===== config.mk =====
export PLATFORM = sky130hd
export DESIGN_NAME = fetch_stage
export DESIGN_NICKNAME = d
export VERILOG_FILES = /design/src/rtl/fetch_stage.sv
export SDC_FILE = /design/constraint.sdc
export NUM_CORES = 1
export LEC_CHECK = 0
export CAP_MARGIN = 20
export CORE_ASPECT_RATIO = 0.8
export CORE_MARGIN = 3
export CORE_UTILIZATION = 51
export CTS_CLUSTER_SIZE = 40
export DETAILED_ROUTE_END_ITERATION = 6
export PLACE_DENSITY = 0.92
export SLEW_MARGIN = 25
export SYNTH_ARGS = -nofsm -noshare
export SYNTH_HDL_FRONTEND = slang
export SYNTH_SLANG_ARGS = --single-unit

===== constraint.sdc =====
create_clock -name clk -period 9.11 [get_ports clk]
set_input_delay 1.3665 -clock clk [delete_from_list [all_inputs] [get_ports clk]]
set_output_delay 1.3665 -clock clk [all_outputs]
set_load 0.01 [all_outputs]

===== src/rtl/fetch_stage.sv =====
// Instruction-fetch stage: owns the PC, runs the imem read handshake and the IF/ID
// register. A redirect that arrives while a read is outstanding parks in DRAIN until it lands.
module fetch_stage #(
    parameter int                     INSTR_WIDTH = 32,
    parameter logic [INSTR_WIDTH-1:0] RESET_PC    = 32'h0000_0000,
    parameter logic [INSTR_WIDTH-1:0] NOP_INSTR   = 32'h0000_0000
) (
    input  logic                   clk,
    input  logic                   reset,
    input  logic                   stall,
    input  logic [1:0]             pc_src_d,
    input  logic [INSTR_WIDTH-1:0] pc_branch_d,
    input  logic [INSTR_WIDTH-1:0] imem_rdata,
    input  logic                   imem_valid,
    output logic                   imem_req,
    output logic [INSTR_WIDTH-1:0] imem_addr,
    output logic [INSTR_WIDTH-1:0] pc_f,
    output logic [INSTR_WIDTH-1:0] instruction_d,
    output logic [INSTR_WIDTH-1:0] pcplus4_d,
    output logic                   valid_d
);

    typedef enum logic {FETCH, DRAIN} state_t;

    state_t                 state;
    logic [INSTR_WIDTH-1:0] pending;
    logic [INSTR_WIDTH-1:0] pcplus4_f;
    logic [INSTR_WIDTH-1:0] jump_target;
    logic [INSTR_WIDTH-1:0] redirect_target;
    logic                   redirect;

    assign pcplus4_f   = pc_f + INSTR_WIDTH'(4);
    assign jump_target = {pcplus4_d[INSTR_WIDTH-1:28], instruction_d[25:0], 2'b00};
    // Jump wins over branch whenever pc_src_d[1] is set; loaded PCs are word aligned.
    assign redirect_target = (pc_src_d[1] ? jump_target : pc_branch_d) & ~INSTR_WIDTH'(3);
    assign redirect    = |pc_src_d;

    assign imem_req  = ~reset;
    assign imem_addr = pc_f;

    always_ff @(posedge clk or posedge reset) begin
        if (reset) begin
            state         <= FETCH;
            pc_f          <= RESET_PC;
            pending       <= '0;
            instruction_d <= NOP_INSTR;
            pcplus4_d     <= '0;
            valid_d       <= 1'b0;
        end else begin
            case (state)
                FETCH: begin
                    if (!stall) begin
                        if (redirect) begin
                            instruction_d <= NOP_INSTR;
                            valid_d       <= 1'b0;
                            if (imem_valid) begin
                                pc_f <= redirect_target;
                            end else begin
                                pending <= redirect_target;
                                state   <= DRAIN;
                            end
                        end else if (imem_valid) begin
                            pc_f          <= pcplus4_f;
                            instruction_d <= imem_rdata;
                            pcplus4_d     <= pcplus4_f;
                            valid_d       <= 1'b1;
                        end else begin
                            instruction_d <= NOP_INSTR;
                            valid_d       <= 1'b0;
                        end
                    end
                end
                DRAIN: begin
                    // The wrong-path word is dropped; the read retires even under stall.
                    if (imem_valid) begin
                        pc_f  <= pending;
                        state <= FETCH;
                    end
                    if (!stall) begin
                        instruction_d <= NOP_INSTR;
                        valid_d       <= 1'b0;
                    end
                end
                default: state <= FETCH;
            endcase
        end
    end

endmodule

==> flow_summary_export.csv <==
group,metric,value,unit
yosys,async_flop_share,100,%
global_route,first_global_vias,5729,
setup_path,path_cells,"clkdlybuf4s50_1 -> inv_4 -> clkdlybuf4s50_1",
finish,n_fill_cell,841,
yosys,synth.area.top_cells,"dfrtp_1 48%, o21ai_0 4.9%, nand2_1 4.9%",
floorplanning,die-area,14100,µm²
global_route,grt-busiest-layer,"met2",
yosys,synth_seq_cells,124,
yosys,ys_seq_area_share,48.0,%
global_route,gr-total-overflow,0,
global_route,grt_pass1_wl,30300,µm
setup_path,cp_slowest_stage_delay,640,ps
place,portBuffers,191,
finish,antenna_cells,0,
route,num_vias,5718,
global_route,grt_use_met1,36.7,%
floorplanning,die_width,132,µm
finish,area.growth.synth_to_final,37.1,%
setup_path,arrival,2880,ps
hold_path,min_path_type,"flop to flop",
global_route,met2_usage,42.7,%
yosys,netlist_instances,643,
setup_path,cp.required,7740,ps
setup_path,path_class,"input pin to primary output",
global_route,antenna_found_initial,0,
sta,final_hold_viol_count,0,
setup_path,crit_fanout,45,
floorplanning,io_pins,200,
sta,drv_slew,0,
sta,worstMarginPinSlew,1080,ps
clocking,cts_hold_buf,0,
setup_path,worst_setup_path_start_kind,"input pin",
clocking,cts_sinks,124,
yosys,synth_top_cell_by_area,"dfrtp_1",
yosys,netlist_area,6460,µm²
floorplanning,start_util,52.6,%
finish,final_nets,862,
finish,fin_area,8860,µm²
setup_path,cp_slowest_cell,"clkdlybuf4s50_1",
route,dr.pass1.iters,6,
clocking,htree_levels,4,
yosys,synth_top_area_share,48.0,%
clocking,cts_tree,"built",
place,placed_area,8240,µm²
setup_path,critPathCaptureType,"primary output",
finish,layout_commonest_cell,"clkdlybuf4s50_1",
yosys,synth_ff_type,"dfrtp_1",
clocking,cts_setup_buffers,0,
yosys,synth-warning-count,0,
sta,rsz0062_at_grt,"false",
route,drt.antenna.violating_nets,0,
sta,fmax,235,MHz
setup_path,cp_common_cell,"clkdlybuf4s50_1",
clocking,clockBufferDepth,2,
place,dp_cells,943,
floorplanning,core-area,12300,µm²
floorplanning,die_h,107,µm
route,vias_per_cell,5.86,
global_route,grt_usage,27.2,%
yosys,synth_edf_count,0,
power_and_ir_drop,ir_drop,0.149,mV
sta,tns,0,ps
finish,drive_above_1_share,9.95,%
job,cap_violations,0,
sta,relSlewSlack,27.6,%
place,dp_hpwl,13300,µm
finish,utilization,72.1,%
clocking,cts_resized,0,
finish,layout.cells.non_filler,975,
finish,mostFrequentLayoutCells,"190 x clkdlybuf4s50_1, 124 x dfrtp_1, 84 x nand2_1",
yosys,syn_area_per_cell,10.1,µm²
yosys,yosysUniqueCellTypes,64,
clocking,cts_made_buffers,17,
route,drc,0,
route,routed_wl,19200,µm
route,drtIter0Drc,592,
sta,timing.final.crit_period,4250,ps
floorplanning,fp-row-count,36,
power_and_ir_drop,p_leak,3.78,nW
run_status,status,"finished clean",
sta,setup_viol,0,
clocking,clk_latency,420,ps
sta,period_share,46.7,%
place,gp_congestion,0.874,
power_and_ir_drop,power.density,225,nW/µm²
route,wl_per_cell,19.7,µm
global_route,grt_max_degree,82,
clocking,clock-root-buffer,"clkbuf_16",
clocking,path_clk_slew,50,ps
global_route,globalRouteMet3Util,8.77,%
sta,final.setup_skew,12.0,ps
[sequential cells by signal (all words and copies together), names as in the netlist]
| signal | count |
|---|---|
| valid_d | 1 |
| pending | 30 |
| instruction_d | 32 |
| imem_addr | 30 |
| pcplus4_d | 30 |
| state | 1 |
[final cells by class]
cell class,instances,area [µm²],area share [%]
inverter,19,73.8,0.833
clock inverter,11,168,1.89
multi-input combinational,429,2880,32.4
timing repair buffer,200,1980,22.3
sequential,124,3100,35.0
clock buffer,21,450,5.08
tap,171,214,2.41
[power by group]
| group | internal, W | switching (W) |
|---|---|---|
| logic | 0.000289 | 0.000232 |
| clock network | 0.000464 | 0.000249 |
| registers | 0.000650 | 0.000107 |
[routing by layer]
metal,part of all wire [%],vias up
met5,0,-
met4,1.7,0
met3,9.4,42
met2,46,326
met1,43,2770
li1,-,2580
[worst max-delay path, delay by kind of cell]
kind,cells,cell delay [ps]
buf+inv,3,1510
[synthesized netlist by cell type (4+ instances only)]
| master | count |
|---|---|
| inv_1 | 19 |
| dfrtp_1 | 124 |
| buf_2 | 10 |
| and3_1 | 5 |
| a221o_1 | 4 |
| xnor2_1 | 18 |
| mux2_2 | 22 |
| nand3_1 | 14 |
| mux2i_1 | 21 |
| a2bb2oi_1 | 14 |
| nand2_1 | 84 |
| a21oi_1 | 27 |
| nand4_1 | 8 |
| buf_4 | 36 |
| clkbuf_1 | 29 |
| and2_1 | 4 |
| nor2_1 | 17 |
| o21a_1 | 4 |
| xor2_1 | 10 |
| o21ai_0 | 63 |
| a22o_1 | 32 |
| a221oi_1 | 13 |
[stage by stage]
step / power (W) / worst slack, ps / hold WS (ps)
2_1_floorplan: 0.00101 / 3770 / 442
3_3_place_gp: 0.00126 / 4820 / 457
3_5_place_dp: 0.00128 / 4800 / 465
4_1_cts: 0.00199 / 4810 / 481
5_1_grt: 0.00207 / 4700 / 500
6_report: 0.00199 / 4860 / 475
[path summary, 6_finish.rpt]
| check | cells after the start | end | start | slack [ps] |
|---|---|---|---|---|
| worst max-delay path | 3 | imem_req | reset | 4860 |
| max in group asynchronous | 3 | instruction_d[20] | reset | 6650 |
| worst max register to register | 5 | pending[12] | state | 6620 |
| min in group asynchronous | 2 | pcplus4_d[8] | reset | 1370 |
| worst min register to register | 2 | pcplus4_d[20] | pcplus4_d[20] | 480 |
| worst min-delay path | 2 | pcplus4_d[20] | pcplus4_d[20] | 480 |
[cell families after synthesis]
| logic type | Yosys count | synth area share (%) |
|---|---|---|
| AOI/OAI and AO/OA | 188 | 19.9 |
| and+or+nand+nor | 163 | 13.2 |
| DFF | 124 | 48.0 |
| buffers and inverters | 95 | 7.82 |
| muxes | 43 | 7.09 |
| xor gates and xnor gates | 28 | 3.79 |
| adders and majority gates | 1 | 0.194 |
| other | 1 | 0.0580 |
No activity file was read; power rests on OpenSTA's default activity.
